## config.mk

```make
export PLATFORM = sky130hd
export DESIGN_NAME = ram_fifo_ctrl
export DESIGN_NICKNAME = d
export VERILOG_FILES = /design/src/rtl/ram_fifo_ctrl.sv
export SDC_FILE = /design/constraint.sdc
export NUM_CORES = 1
export LEC_CHECK = 0
export CORE_MARGIN = 5
export CORE_UTILIZATION = 43
export CTS_BUF_LIST = sky130_fd_sc_hd__clkbuf_16
export DETAILED_ROUTE_END_ITERATION = 16
export PLACE_DENSITY = 0.75
export SLEW_MARGIN = 10
export SYNTH_ARGS = -nofsm -noshare
export SYNTH_HDL_FRONTEND = slang
export SYNTH_SLANG_ARGS = --single-unit
```

## constraint.sdc

```tcl
create_clock -name clk -period 2.2 [get_ports clk]
set_clock_uncertainty 0.15 [all_clocks]
set_input_delay 0.55 -clock clk [delete_from_list [all_inputs] [get_ports clk]]
set_output_delay 0.55 -clock clk [all_outputs]
set_load 0.01 [all_outputs]
```

## src/rtl/ram_fifo_ctrl.sv

```systemverilog
// rtl/ram_fifo_ctrl.sv - FIFO controller over a single-port 16x4 SRAM
module ram_fifo_ctrl #(
    parameter int DW    = 4,
    parameter int AW    = 4,
    parameter int DEPTH = 16
) (
    input  logic          clk,
    input  logic          rst,
    input  logic          push,
    input  logic [DW-1:0] push_data,
    output logic          push_ready,
    input  logic          pop,
    output logic          pop_ready,
    output logic          pop_valid,
    output logic [DW-1:0] pop_data,
    output logic          full,
    output logic          empty,
    output logic [AW:0]   count,
    output logic          ram_wr,
    output logic          ram_rd,
    output logic [AW-1:0] ram_addr,
    output logic [DW-1:0] ram_din,
    input  logic [DW-1:0] ram_dout
);

    localparam logic [AW:0] FULL_COUNT = (AW+1)'(DEPTH);

    typedef enum logic [1:0] {IDLE, WRITE, READ, CAPT} state_t;

    state_t        state;
    logic [AW-1:0] wptr;
    logic [AW-1:0] rptr;

    assign full  = (count == FULL_COUNT);
    assign empty = (count == '0);

    // Pop wins a same-cycle contest, hence the pop -> push_ready path.
    assign pop_ready  = (state == IDLE) && !empty;
    assign push_ready = (state == IDLE) && !full && !(pop && !empty);

    always_ff @(posedge clk or posedge rst) begin
        if (rst) begin
            state     <= IDLE;
            wptr      <= '0;
            rptr      <= '0;
            count     <= '0;
            ram_wr    <= 1'b0;
            ram_rd    <= 1'b0;
            ram_addr  <= '0;
            ram_din   <= '0;
            pop_valid <= 1'b0;
            pop_data  <= '0;
        end else begin
            pop_valid <= 1'b0;
            case (state)
                IDLE: begin
                    if (pop && pop_ready) begin
                        state    <= READ;
                        ram_rd   <= 1'b1;
                        ram_addr <= rptr;
                    end else if (push && push_ready) begin
                        state    <= WRITE;
                        ram_wr   <= 1'b1;
                        ram_addr <= wptr;
                        ram_din  <= push_data;
                    end
                end
                WRITE: begin
                    state  <= IDLE;
                    ram_wr <= 1'b0;
                    wptr   <= wptr + 1'b1;
                    count  <= count + 1'b1;
                end
                READ: begin
                    state  <= CAPT;
                    ram_rd <= 1'b0;
                end
                CAPT: begin
                    // SRAM Out was loaded on the READ exit edge and is stable here.
                    state     <= IDLE;
                    pop_data  <= ram_dout;
                    pop_valid <= 1'b1;
                    rptr      <= rptr + 1'b1;
                    count     <= count - 1'b1;
                end
                default: state <= IDLE;
            endcase
        end
    end

endmodule

```

# After elaboration in Yosys (flattened, before gate mapping)
# Cells that the tools add are included.
[word_totals]
inputBits = 12
word_cells = 55
ff_bits = 30
[classes]
n_reduce_logical = 20
n_addsub = 4
eq_ne = 8
bitwise_logic = 1
muxes = 12
[ops]
columns = ["operator", "n"]
rows = [
  ["$pmux 5 s2", 1],
  ["$add 4x1->4 const B", 2],
  ["$mux 4", 2],
  ["$reduce_bool 2->1", 4],
  ["$logic_and 1x1->1", 6],
  ["$pmux 2 s3", 1],
  ["$reduce_and 3->1", 2],
  ["$add 5x1->5 const B", 1],
  ["$eq 5x5->1 const B", 1],
  ["$logic_not 5->1", 1],
  ["$sub 5x1->5 const B", 1],
  ["$eq 2x2->1 const B", 2],
  ["$mux 1", 4],
  ["$mux 2", 2],
  ["$ne 2x1->1 const B", 2],
  ["$pmux 1 s2", 2],
  ["$reduce_and 2->1", 2],
  ["$logic_not 1->1", 3],
  ["$ne 3x1->1 const B", 1],
  ["$eq 2x1->1 const B", 1],
  ["$logic_not 2->1", 1],
  ["$ne 2x2->1 const B", 1],
  ["$reduce_or 2->1", 1],
  ["$not 1->1", 1],
]

# Depth between registers and ports, before layout
[depth]
ltp_word = 9
ltp_mapped = 8
mapped_depth_nobuf = 7

# Worst setup path before layout
# OpenSTA, ideal clock, no wires.
[synth_timing]
kind = "reg2reg"
startpoint = "register state[0]"
endpoint = "register count[3]"
path_stages_with_launch = 9
synth_period_minus_slack_ns = 2.146
arrival_time_ns = 1.871
slack_ns = 0.054
required_time_ns = 1.925
path_cell_list = "dfrtp_1 > buf_6 > nand2_1 > clkinv_1 > ha_1 > a21o_2 > a21oi_1 > xnor2_1 > mux2_2"
[synth_via]
elab_chain_cells = 2
[synth_rtl]
columns = ["item", "line_no", "source"]
rows = [
  ["start, declared", "30", "state_t state;"],
  ["start signal, assigned", "43", "state <= IDLE;"],
  ["start signal, assigned", "58", "state <= READ;"],
  ["start signal, assigned", "62", "state <= WRITE;"],
  ["$eq 2x2->1 / $eq 2x1->1 (equally long branches)", "55", "case (state)"],
  ["$pmux 5 s2 / $reduce_bool 2->1 (equally long branches)", "-", ""],
  ["end signal, assigned", "72", "count <= count + 1'b1;"],
  ["end signal, assigned", "84", "count <= count - 1'b1;"],
  ["end, declared", "18", "output logic [AW:0] count,"],
]
# Parallel ways exist; a longest one is shown, timed or not.
# A chain may end at the register's enable or synchronous reset.

# Final worst setup path
[layout_timing]
startpoint = "register count[0]"
endpoint = "output port push_ready"
[layout_via]
elab_chain_cells = 5
[layout_rtl]
columns = ["item", "line_no", "source"]
rows = [
  ["$logic_not 5->1", "35", "assign empty = (count == '0);"],
  ["$logic_not 1->1", "39", "assign push_ready = (state == IDLE) && !full && !(pop && !empty);"],
  ["$logic_and 1x1->1", "39", ""],
  ["$logic_not 1->1", "39", ""],
  ["$logic_and 1x1->1 (*)", "39", ""],
  ["end, declared", "11", "output logic push_ready,"],
]
# Mark *: on every way between the ends. The rest lies on a longest branch, timed or not.

==> results.md <==
* Status: finished with violations
* Failing checks: setup timing
* GPL Wtd Cong at around 0.76
* Register area share after synthesis at about 55%
* Syn avg cell area at roughly 12 um2
* Cell Pwr Density at approximately 1600 mW/mm2
* Vias at about 1000
* Critical path class: flop to primary output
* Num rows at 20
* Hold crit path type: flop to flop
* Crit share post-route at 103%
* Core box area at around 0.003 mm2
* Worst-path clk slew at approximately 50 ps
* Grt total ovfl at 0
* Most common cell after layout, fill and taps aside: clkdlybuf4s50_1
* Max-cap violations at 0
* RSZ-0062 raised after global routing: true
* WP data required at roughly 1500 ps
* Avg WL per Cell at 14.5 um
* Worst Hold End: rptr[3]$_DFFE_PP0P_
* Worst-margin pin slew at around 350 ps
* Worst Path Arrival at 1570 ps
* Worst r2r src: count[1]$_DFFE_PP0P_
* Clock network latency to the later pin of the worst-skew pair at 270 ps
* N_diodes at 0
* CP endpoint kind: primary output
* Die Span Y at around 66 um
* Initial antenna violation count at 0
* Final Hold Fails at 0
* CTS sink count at 30
* Hold_sp: rptr[3]$_DFFE_PP0P_
* Final WS setup at -69.2 ps
* Slew Viols, Final at 0
* Worst-path maximum fanout at 2
* Fmax achieved at around 440 MHz
* Largest cells by area after synthesis: dfrtp_1 (55%), mux2_2 (9.1%), xnor2_1 (5.8%)
* CTS Buffer Depth at 2
* First-pass GRT wire length at just over 5000 um
* Vias/cell at 4.82
* #FFs+latches synth at 30
* Leakage power at 0.936 nW
* Setup Total Neg Slack at -69.2 ps
* Post-route insts no fill at between 200 and 250
* Number of placed cells counting well taps at 197
* Worst R2R End: count[4]$_DFFE_PP0P_
* Reg2reg path depth at 9
* Final setup viols at 1
* Clock Tree Root: clkbuf_16
* Initial DRC count at 26
* Post-DP HPWL at about 2300 um
* Hold buffers post-CTS at 0
* Synth area leader: dfrtp_1
* Vias in the first global route at 1134
* Hold path cells at 1
* H-tree depth at 2
* Synthesized Nets at between 100 and 150
* Starting Density at between 40% and 50%
* Nets at 182
* Rel. slew slack at about three quarters
* Area growth, synth to finish at 47.1%
* GRT Total Usage at roughly 16%
* Die W at between 60 and 70 um
* Layout cells sized above 1 at about a quarter
* DR pass1 iterations at 4
* Mapped cell area at 0.00136 mm2
* DR DRC count at 0
* Detail Route Antenna Nets at 0
* CTS tree: done
* Post-synthesis cell count at 109
* Critical Path Source Type: flop
* Most frequent cells in the layout: clkdlybuf4s50_1 (31), dfrtp_1 (30), nand2_1 (13), buf_4 (13), mux2_2 (11)
* Power, Total at roughly 3.3 mW
* Min Tclk post-route at about 2300 ps
* Io pins at 36
* Warnings, synthesis at 0
* Yosys top cell area share at a little under three fifths
* Cell variety after synth at 22
* Port bufs at 35
* R2R Setup Slk at 160 ps
* Total Die Area at about 0.0044 mm2
* Largest net degree at the start of global routing at 25
* Layout fillers at 247
* Total Wirelength at slightly above 3000 um
* Maximum vdd drop at between 0.7 and 0.8 mV
* Hold Slack at 325 ps
* Inserted Clock Buffers at 5
## per-stage QoR
step / instance area (um2) / setup WS (ps) / util, %
after floorplan: 1360 / 54.4 / -
after global placement: 1840 / -300 / 60.4
after detailed placement: 1840 / -412 / 60.4
after CTS: 2020 / -71.4 / 66.1
after global routing: 2000 / -129 / 65.6
final: 2000 / -69.2 / 65.6
## worst max-delay path by stage
stage	endpoint	depth (start not counted)	startpoint	slack, ps
global route	push_ready	4	count[0]$_DFFE_PP0P_	-130
detailed placement	push_ready	4	pop	-410
CTS	push_ready	4	count[3]$_DFFE_PP0P_	-70
floorplan	count[3]$_DFFE_PP0P_	8	state[0]$_DFFE_PP0P_	50
global placement	push_ready	4	pop	-300
finish	push_ready	4	count[0]$_DFFE_PP0P_	-70
## routing by layer
| metal | global-route usage [%] | wire length (um) | up-vias |
|---|---|---|---|
| met3 | 4.93 | 216 | 5 |
| met4 | 7.61 | 40 | 0 |
| met2 | 26.8 | 1560 | 34 |
| li1 | - | - | 478 |
| met1 | 17.0 | 1220 | 490 |
| met5 | 0 | 0 | - |
## synth_stat cells
master	count
fa_1	1
mux2_2	11
nand2b_1	2
clkinv_1	1
ha_1	5
nand4_1	2
nor4_4	1
mux2i_1	6
nor2_1	6
xnor2_1	9
nand2_1	13
a21oi_1	7
and2_2	3
a21o_1	1
nand3_4	1
inv_1	5
buf_6	1
dfrtp_1	30
a21o_2	1
a21boi_0	1
nor2b_1	1
xor2_1	1
## power breakdown
group / switching, mW / internal (mW)
clock network: 0.233 / 0.411
registers: 0.215 / 0.841
logic: 0.687 / 0.912
total: 1.13 / 2.16
## flip-flops by register name, summed over array words and instances, names as in the netlist
signal and cells:
ram_rd 1, pop_data 4, ram_addr 4, ram_wr 1, pop_valid 1, count 5
state 2, wptr 4, ram_din 4, rptr 4
## worst max-delay path, cell delays in order (launching register included)
cell and delay (ps):
dfrtp_1 410, nor4_4 320, mux2i_1 300, and2_4 180
buf_6 90
## layout make-up
type | count | area (um2) | area share [%]
Sequential cell | 30 | 751 | 37.5
Clock buffer | 5 | 125 | 6.25
Multi-Input combinational cell | 72 | 578 | 28.9
Tap cell | 44 | 55.1 | 2.75
Timing Repair Buffer | 49 | 454 | 22.7
Clock inverter | 3 | 16.3 | 0.812
Inverter | 6 | 22.5 | 1.13
## cells by family (layout without fill, tap and decap cells)
kind of cell / after synthesis / after routing / share of synthesized area (%)
buf+inv: 7 / 63 / 2.48
xor+xnor: 10 / 10 / 6.43
simple gates: 29 / 29 / 12.0
flops: 30 / 30 / 55.1
compound gates: 10 / 10 / 4.32
fa+ha+maj: 6 / 6 / 6.07
mux: 17 / 17 / 13.5
## repair_timing
action,4_1_cts,5_1_grt
pin swaps,2,1
endpoints found under the setup margin,4,4
resized for setup,13,4
setup buffers,4,0
Power figures use the tool's default switching activity.
